`config.mk`:
```
export PLATFORM = sky130hd
export DESIGN_NAME = clk_divider
export DESIGN_NICKNAME = d
export VERILOG_FILES = /design/src/rtl/clk_divider.sv
export SDC_FILE = /design/constraint.sdc
export NUM_CORES = 1
export LEC_CHECK = 0
export ABC_CLOCK_PERIOD_IN_PS = 6000
export CAP_MARGIN = 40
export CORE_MARGIN = 3
export CORE_UTILIZATION = 45
export CTS_BUF_LIST = sky130_fd_sc_hd__clkbuf_4 sky130_fd_sc_hd__clkbuf_8
export DETAILED_ROUTE_END_ITERATION = 10
export SLEW_MARGIN = 30
export SYNTH_ARGS = -nofsm -noshare
export SYNTH_HDL_FRONTEND = slang
export SYNTH_SLANG_ARGS = --single-unit
```
`constraint.sdc`:
```
create_clock -name clk -period 6 [get_ports clk]
set_clock_uncertainty 0.1 [all_clocks]
set_input_delay 0.9 -clock clk [delete_from_list [all_inputs] [get_ports clk]]
set_output_delay 0.9 -clock clk [all_outputs]
set_load 0.02 [all_outputs]
```
`src/rtl/clk_divider.sv`:
```
`default_nettype none
// ============================================================================
//  Module   : clk_divider
//  Purpose  : Synchronous divide-by-N tick / clock-enable generator with a
//             near-50 % duty clk_out, a one-cycle tick per period and a
//             runtime-reloadable divisor that is applied only at period
//             boundaries (or immediately on clear).
//  Options  : CLK_DIV_PERIOD_CNT_EN adds a 16-bit completed-period counter
//             output 'periods'.
//  Revision : 1.0  initial release
// ============================================================================
module clk_divider #(
  parameter int          WIDTH       = 26,
  parameter int unsigned DEFAULT_DIV = 5
) (
  input  logic             clk,
  input  logic             reset,      // asynchronous, active-low
  input  logic             enable,
  input  logic             clear,
  input  logic [WIDTH-1:0] div_in,
  input  logic             div_load,
  output logic             div_busy,
  output logic             clk_out,
  output logic             tick
`ifdef CLK_DIV_PERIOD_CNT_EN
  ,
  output logic [15:0]      periods
`endif
);

  localparam logic [WIDTH-1:0] C_ONE      = WIDTH'(1);
  localparam logic [WIDTH-1:0] C_DEFAULT  = WIDTH'(DEFAULT_DIV);

  logic [WIDTH-1:0] cnt_q,  cnt_d;
  logic [WIDTH-1:0] n_q,    n_d;
  logic [WIDTH-1:0] pend_q, pend_d;
  logic             pend_v_q, pend_v_d;
  logic             clk_out_q, clk_out_d;
  logic             tick_q, tick_d;

  logic [WIDTH-1:0] n_eff;      // divisor with 0 mapped to 1
  logic [WIDTH-1:0] n_last;     // last count value of a period
  logic [WIDTH-1:0] n_half;     // ceil(N/2): count at which clk_out falls
  logic             at_boundary;

  // Derived period limits from the active divisor
  always_comb begin
    n_eff       = (n_q == '0) ? C_ONE : n_q;
    n_last      = n_eff - C_ONE;
    // ceil(N/2) without the overflow risk of (N+1)>>1
    n_half      = (n_eff >> 1) + {{(WIDTH-1){1'b0}}, n_eff[0]};
    // >= keeps the counter self-recovering should it ever exceed the limit
    at_boundary = enable && (cnt_q >= n_last);
  end

  // Next-state: clear > boundary > count; divisor loads are captured always
  always_comb begin
    cnt_d     = cnt_q;
    n_d       = n_q;
    pend_d    = pend_q;
    pend_v_d  = pend_v_q;
    clk_out_d = clk_out_q;
    tick_d    = 1'b0;

    if (div_load) begin
      pend_d   = div_in;
      pend_v_d = 1'b1;
    end

    if (clear) begin
      cnt_d     = '0;
      clk_out_d = 1'b0;
      pend_v_d  = 1'b0;
      // A same-cycle load takes precedence over an older pending value
      if (div_load) begin
        n_d = div_in;
      end else if (pend_v_q) begin
        n_d = pend_q;
      end
    end else if (at_boundary) begin
      cnt_d     = '0;
      tick_d    = 1'b1;
      clk_out_d = 1'b1;
      // The old pending value is applied; a same-cycle load stays pending
      if (pend_v_q) begin
        n_d = pend_q;
        if (!div_load) begin
          pend_v_d = 1'b0;
        end
      end
    end else if (enable) begin
      cnt_d = cnt_q + C_ONE;
      if (cnt_d == n_half) begin
        clk_out_d = 1'b0;
      end
    end
  end

  // State registers with asynchronous active-low reset
  always_ff @(posedge clk or negedge reset) begin
    if (!reset) begin
      cnt_q     <= '0;
      n_q       <= C_DEFAULT;
      pend_q    <= '0;
      pend_v_q  <= 1'b0;
      clk_out_q <= 1'b0;
      tick_q    <= 1'b0;
    end else begin
      cnt_q     <= cnt_d;
      n_q       <= n_d;
      pend_q    <= pend_d;
      pend_v_q  <= pend_v_d;
      clk_out_q <= clk_out_d;
      tick_q    <= tick_d;
    end
  end

  assign div_busy = pend_v_q;
  assign clk_out  = clk_out_q;
  assign tick     = tick_q;

`ifdef CLK_DIV_PERIOD_CNT_EN
  logic [15:0] periods_q, periods_d;

  // Completed-period count; clear suppresses the boundary but never zeroes it
  always_comb begin
    periods_d = periods_q;
    if (!clear && at_boundary) begin
      periods_d = periods_q + 16'd1;
    end
  end

  // Period counter register, reset only by the async reset
  always_ff @(posedge clk or negedge reset) begin
    if (!reset) begin
      periods_q <= 16'd0;
    end else begin
      periods_q <= periods_d;
    end
  end

  assign periods = periods_q;
`endif

endmodule
`default_nettype wire

```
==> results.py <==
metrics = {
    "drt": {
        "vias": 6029,
        "first_iter_violations": 543,
        "wirelength_mm": 18.84,
        "drc": 0,
        "drt-pass1-iter-count": 6,
        "vias_per_cell": 6.306,
        "route.detailed.wl_per_inst_um": 19.71,
        "ant_nets": 0,
    },
    "run": {
        "max_cap_viol_count": 0,
    },
    "grt": {
        "grt.total_usage_pct": 23.48,
        "grt_pass1_vias": 5718,
        "grt_pass1_wl_mm": 30.78,
        "grt_max_degree": 61,
        "antenna_found_initial": 0,
        "grt.overflow.total": 0,
    },
    "clocking": {
        "cts-root-buf": "clkbuf_8",
        "htree_levels": 3,
        "cts_resized": 0,
        "cts_tree": "built",
        "post-cts-setup-buffers": 0,
        "cts_sinks": 81,
        "numCtsBuffers": 9,
        "insertion_delay_ns": 0.38,
        "cts_hold_buffers": 0,
        "clock_path_buffers": 2,
        "clk_pin_slew_ns": 0.10,
    },
    "placed_design": {
        "dpl.hpwl_mm": 13.55,
        "io_buffers": 33,
        "gp_congestion": 0.9181,
        "dp_slack_ns": 0.1553,
        "dpl_cell_area_mm2": 0.007059,
    },
    "yosys": {
        "syn_area_per_cell_um2": 8.554,
        "ys_warn_count": 0,
        "yosysSeqAreaShare_pct": 30.34,
        "syn_nets": 843,
        "synth_area_leaders": "dfrtp_1 30%, ha_1 5.6%, xnor2_1 5.1%, mux2_2 4.5%, nor2_1 3.6%",
        "netlist-cell-type-count": 59,
        "synth.top_cells.by_count": "79 x dfrtp_1, 65 x nor2_1, 50 x clkbuf_1",
        "async_flop_share_pct": 100.0,
        "ys_ff_latch": 81,
        "netlist.area_leader.share_pct": 29.55,
        "synth.cell_area_mm2": 0.006689,
        "synth_top_area_cell": "dfrtp_1",
        "synth_edf_count": 0,
        "synthCells": 782,
        "ys.flop_type": "dfrtp_1",
        "synth_most_common_cell": "dfrtp_1",
    },
    "setup_path": {
        "crit_fanout": 18,
        "r2r_start": "n_q[18]$_DFFE_PN0P_",
        "r2r_end": "cnt_q[0]$_DFFE_PN0P_",
        "worstSetupStartpointType": "flop",
        "cpMaxStageDelayCell": "or4_1",
        "end_kind": "flop",
        "cp_top_family": "simple AND/OR/NAND/NOR gates",
        "cp.required_ns": 6.18,
        "slowest_delay_ns": 0.58,
        "crit_cells": 20,
        "critPathLaunch": "n_q[18]$_DFFE_PN0P_",
        "r2r_cells": 20,
        "cp-endpoint": "cnt_q[0]$_DFFE_PN0P_",
        "crit_buf_inv": 2,
        "path_cells": "or4_1 -> or4_1 -> nor3_1 -> and3_1 -> a21o_1 -> inv_1 -> ha_1 -> nand2b_1 -> or2_2 -> nor2_1 -> nand2_1 -> xor2_1 -> ha_1 -> nand4_1 -> nor2_1 -> a2111oi_0 -> a41o_1 -> buf_4 -> nand3_2 -> o31ai_1",
        "crit_arrival_ns": 5.72,
        "r2r_setup_slack_ns": 0.45,
        "worstSetupPathType": "reg -> reg",
    },
    "timing": {
        "tightest_slew_ns": 0.7636,
        "hold_viol": 0,
        "post-route-period-util_pct": 92.48,
        "finalSetupTns_ns": 0,
        "holdWs_ns": 0.3037,
        "period_needed_ns": 5.549,
        "maxSlewViolCount": 0,
        "rsz0062_at_grt": "no",
        "maxSlewHeadroom_pct": 49.09,
        "fmaxAchievable_mhz": 180.2,
        "fin_ws_ns": 0.4511,
        "setup_viol": 0,
    },
    "floorplanning": {
        "start_util_pct": 47.09,
        "die_area_mm2": 0.01636,
        "core_area_mm2": 0.01420,
        "die_w_um": 127.9,
        "pin_count": 34,
        "fp.dieH_um": 127.9,
        "rows": 43,
    },
    "power_and_ir_drop": {
        "p_per_area_mw_per_mm2": 208.1,
        "leakage_uw": 0.002725,
        "vdd_drop_max_mv": 0.1176,
    },
    "layout": {
        "area_growth_pct": 9.652,
        "fill_cells": 1375,
        "layout-drive-gt1-share_pct": 9.794,
        "antennaDiodeCount": 0,
        "final_core_util_pct": 51.64,
        "fin_area_mm2": 0.007335,
        "fin_nets": 832,
    },
    "min_path": {
        "hp-class": "in -> async",
    },
    "run_status": {
        "status": "finished, final reports clean",
    },
}
report_power, final:
part | leakage [uW] | total (uW) | switching [uW] | internal [uW]
clock network | 0.000116 | 470 | 228 | 242
logic | 0.00164 | 387 | 203 | 184
registers | 0.000968 | 669 | 78.8 | 590
layout make-up:
| type | count | area (um2) | share of cell area [%] |
|---|---|---|---|
| clock buffers | 10 | 131.4 | 1.791 |
| repair buffers | 49 | 475.5 | 6.482 |
| clock inverters | 6 | 90.09 | 1.228 |
| flip-flops and latches | 81 | 2029 | 27.67 |
| well taps | 180 | 225.2 | 3.071 |
| multi-input cells | 605 | 4289 | 58.48 |
| inverters | 25 | 93.84 | 1.279 |
worst min path at each step:
| stage | start | to | slack (ns) | cells after the start |
|---|---|---|---|---|
| floorplan | pend_q[0]$_DFFE_PN0P_ | pend_q[0]$_DFFE_PN0P_ | 0.37 | 1 |
| global placement | pend_q[14]$_DFFE_PN0P_ | pend_q[14]$_DFFE_PN0P_ | 0.38 | 1 |
| detailed placement | pend_q[23]$_DFFE_PN0P_ | pend_q[23]$_DFFE_PN0P_ | 0.39 | 1 |
| CTS | reset | cnt_q[15]$_DFFE_PN0P_ | 0.30 | 1 |
| global route | reset | cnt_q[21]$_DFFE_PN0P_ | 0.32 | 1 |
| finish | reset | cnt_q[13]$_DFFE_PN0P_ | 0.30 | 1 |
kinds of logic after synthesis:
logic type	Yosys count	synth area share [%]
AOI/OAI and AO/OA	172	17.79
adders and majority gates	30	5.612
and+or+nand+nor	307	25.40
DFF	81	30.34
xor gates and xnor gates	66	9.877
muxes	30	4.994
buffers and inverters	96	5.986
routing by layer:
metal,GRT usage [%],up-vias,routed length (um)
met5,0,-,0
met4,9.426,0,570
met3,3.792,42,1370
met2,35.40,257,8342
met1,33.65,2832,8559
li1,-,2898,-
metrics by stage:
stage / total power, uW / cells
after floorplan: 953.3 / 782
after global placement: 1046 / 936
after detailed placement: 1059 / 937
after CTS: 1534 / 953
after global routing: 1613 / 956
final: 1527 / 956
state kept, by name, indices dropped and copies added, names as in the netlist:
| name | count |
|---|---|
| clk_out | 1 |
| cnt_q | 26 |
| div_busy | 1 |
| n_q | 26 |
| pend_q | 26 |
| tick | 1 |
cell usage in the layout (no fill, tap or decap), types with 9 or more instances in the layout:
| cell type | Yosys | layout |
|---|---|---|
| clkdlybuf4s50_1 | 0 | 31 |
| or4_1 | 15 | 15 |
| clkbuf_8 | 0 | 9 |
| nand3_1 | 35 | 34 |
| a21o_1 | 9 | 9 |
| mux2_2 | 27 | 27 |
| o32ai_1 | 17 | 17 |
| a22oi_1 | 28 | 28 |
| nand4_1 | 25 | 25 |
| xnor2_1 | 39 | 39 |
| nand3b_1 | 27 | 27 |
| or3_1 | 17 | 17 |
| dfrtp_1 | 79 | 79 |
| xor2_1 | 21 | 21 |
| ha_1 | 30 | 30 |
| inv_1 | 25 | 24 |
| a21oi_1 | 16 | 15 |
| a31oi_1 | 21 | 20 |
| nand2_1 | 41 | 41 |
| o21ai_0 | 37 | 37 |
| nor3_1 | 20 | 20 |
| and3_1 | 14 | 14 |
| a211oi_1 | 11 | 11 |
| nor4_1 | 19 | 18 |
| buf_4 | 3 | 13 |
| nor2_1 | 65 | 65 |
(Power assumes the default switching activity.)
==> edit (config.mk and constraints unchanged) <==
Register the output `div_busy` once more; this adds one clock of latency there. The other outputs are not delayed to match.
--- a/src/rtl/clk_divider.sv
+++ b/src/rtl/clk_divider.sv
@@ -115,7 +115,9 @@
     end
   end
 
-  assign div_busy = pend_v_q;
+  always_ff @(posedge clk) begin
+    div_busy <= pend_v_q;
+  end
   assign clk_out  = clk_out_q;
   assign tick     = tick_q;
 
Function: changed (Yosys sat finds a counterexample within 4 cycles, from zero or initial values and one cycle with reset low).
==> edit against the unedited design <==
- sequential cell count rose by 1
- design area shrank 4.3%
- worst setup slack lost 0.27 ns
- non-clock buffer count is 15 higher
- power up 8.7%
- synthesized area fell by 9.4%
- critical path type unchanged
- wire length fell by 13%
==> edit: results (changes against the unedited design) <==
| Metric | Value |
|---|---|
| Worst Setup EP | n_q[3] (was cnt_q[0]) |
| Critical Path Slowest Stage Cell | or4_4 (was or4_1) |
| Most common library cells after synthesis | dfrtp_1 (79), xnor2_1 (68), nand2_1 (44) (was dfrtp_1 (79), nor2_1 (65), clkbuf_1 (50)) |
| Cells on worst reg2reg path | 23 (was 20) |
| Met2 usage | 0.353 (was 0.354) |
| Tot Pwr | 1.66 mW (was 1.53 mW) |
| Worst hold margin | 0.339 ns (was 0.304 ns) |
| Met3 wire len | 748 um (was 1370 um) |
| Internal Dissipation | 1.10 mW (was 1.02 mW) |
| CP max FO | 13 (was 18) |
| DP HPWL | 11800 um (was 13600 um) |
| Tightest Pin Transition | 0.759 ns (was 0.764 ns) |
| Cell Area, Placed | 0.00658 mm2 (was 0.00706 mm2) |
| XOR/XNOR share of the synthesized area | 0.126 (was 0.0988) |
| Placer congestion estimate | 1.02 (was 0.918) |
| Cell variety after synth | 57 (was 59) |
| Met1 Track Usage GR | 0.311 (was 0.336) |
| Sequential share of the synthesized area | 0.338 (was 0.303) |
| Synth Net Count | 721 (was 843) |
| DP Cell Count | 835 (was 937) |
| Fin nets | 746 (was 832) |
| Origin of the critical flop-to-flop path | n_q[9] (was n_q[18]) |
| Crit path largest cell delay | 0.56 ns (was 0.58 ns) |
| Avg Inst Size Synth | 9.19 um2 (was 8.55 um2) |
| Diode count | 0 (unchanged) |
| Arrival time of the worst setup path | 6.02 ns (was 5.72 ns) |
| Grt met3 use | 0.0460 (was 0.0379) |
| GRT Total Usage | 0.225 (was 0.235) |
| Adder-Cell Fraction of Synth Area | 0.0619 (was 0.0561) |
| Leakage power | 2.71 nW (was 2.73 nW) |
| DR vias/cell | 6.02 (was 6.31) |
| Met2 Wirelength | 7400 um (was 8340 um) |
| CTS Root Cell | clkbuf_8 (unchanged) |
| Status | finished, final reports clean (unchanged) |
| First-pass GRT wire length | 26300 um (was 30800 um) |
| Asr flop ratio synth | 0.988 (was 1.00) |
| Multiplexer area fraction after synthesis | 0.0551 (was 0.0499) |
| Post-CTS sizing | 1 (was 0) |
| Synth top area cells | dfrtp_1 (33%), xnor2_1 (9.8%), ha_1 (6.2%) (was dfrtp_1 (30%), ha_1 (5.6%), xnor2_1 (5.1%)) |
| Routed Wire Length | 16400 um (was 18800 um) |
| Drt first pass iters | 5 (was 6) |
| Largest net degree at the start of global routing | 54 (was 61) |
| DR WL/cell | 19.0 um (was 19.7 um) |
| Compound-cell area share of the yosys netlist | 0.136 (was 0.178) |
| Filler instances | 1192 (was 1375) |
| Clock transition at the registers of the reported paths | 0.10 ns (about the same) |
| Minimum setup slack after placement | -0.104 ns (was 0.155 ns) |
| Setup WS post-layout | 0.181 ns (was 0.451 ns) |
| Max VDD drop | 0.173 mV (was 0.118 mV) |
| Number of global-route vias before repair | 5086 (was 5718) |
| M1 WL | 7820 um (was 8560 um) |
| Initial DRC Count | 299 (was 543) |
| Clk network pwr share | 0.282 (was 0.308) |
| Proportion of layout cells with a drive suffix above 1 | 0.149 (was 0.0979) |
## edit: cell count changes after synthesis, moves of 10 or more
cell	unedited run	this run
nor2_1	65	26
xnor2_1	39	68
a2bb2oi_1	0	26
a22oi_1	28	3
inv_1	25	6
o32ai_1	17	0
or3_1	17	3
a211oi_1	11	1
## edit: final cells by class
class	count	area, um2	area share
multi-input combinational	522	3900	0.555
sequential	82	2050	0.292
timing repair buffer	64	609	0.0869
tap	172	215	0.0307
clock buffer	9	124	0.0177
clock inverter	7	98.8	0.0141
inverter	6	22.5	0.00321
## edit: how the worst min path moves through the flow
stage          startpoint          to  cells after the start
6_report            reset   cnt_q[16]                      1
5_1_grt             reset   cnt_q[20]                      1
4_1_cts             reset   cnt_q[16]                      1
3_5_place_dp    pend_q[6]   pend_q[6]                      1
3_3_place_gp   pend_q[12]  pend_q[12]                      1
2_1_floorplan    pend_v_q    div_busy                      0
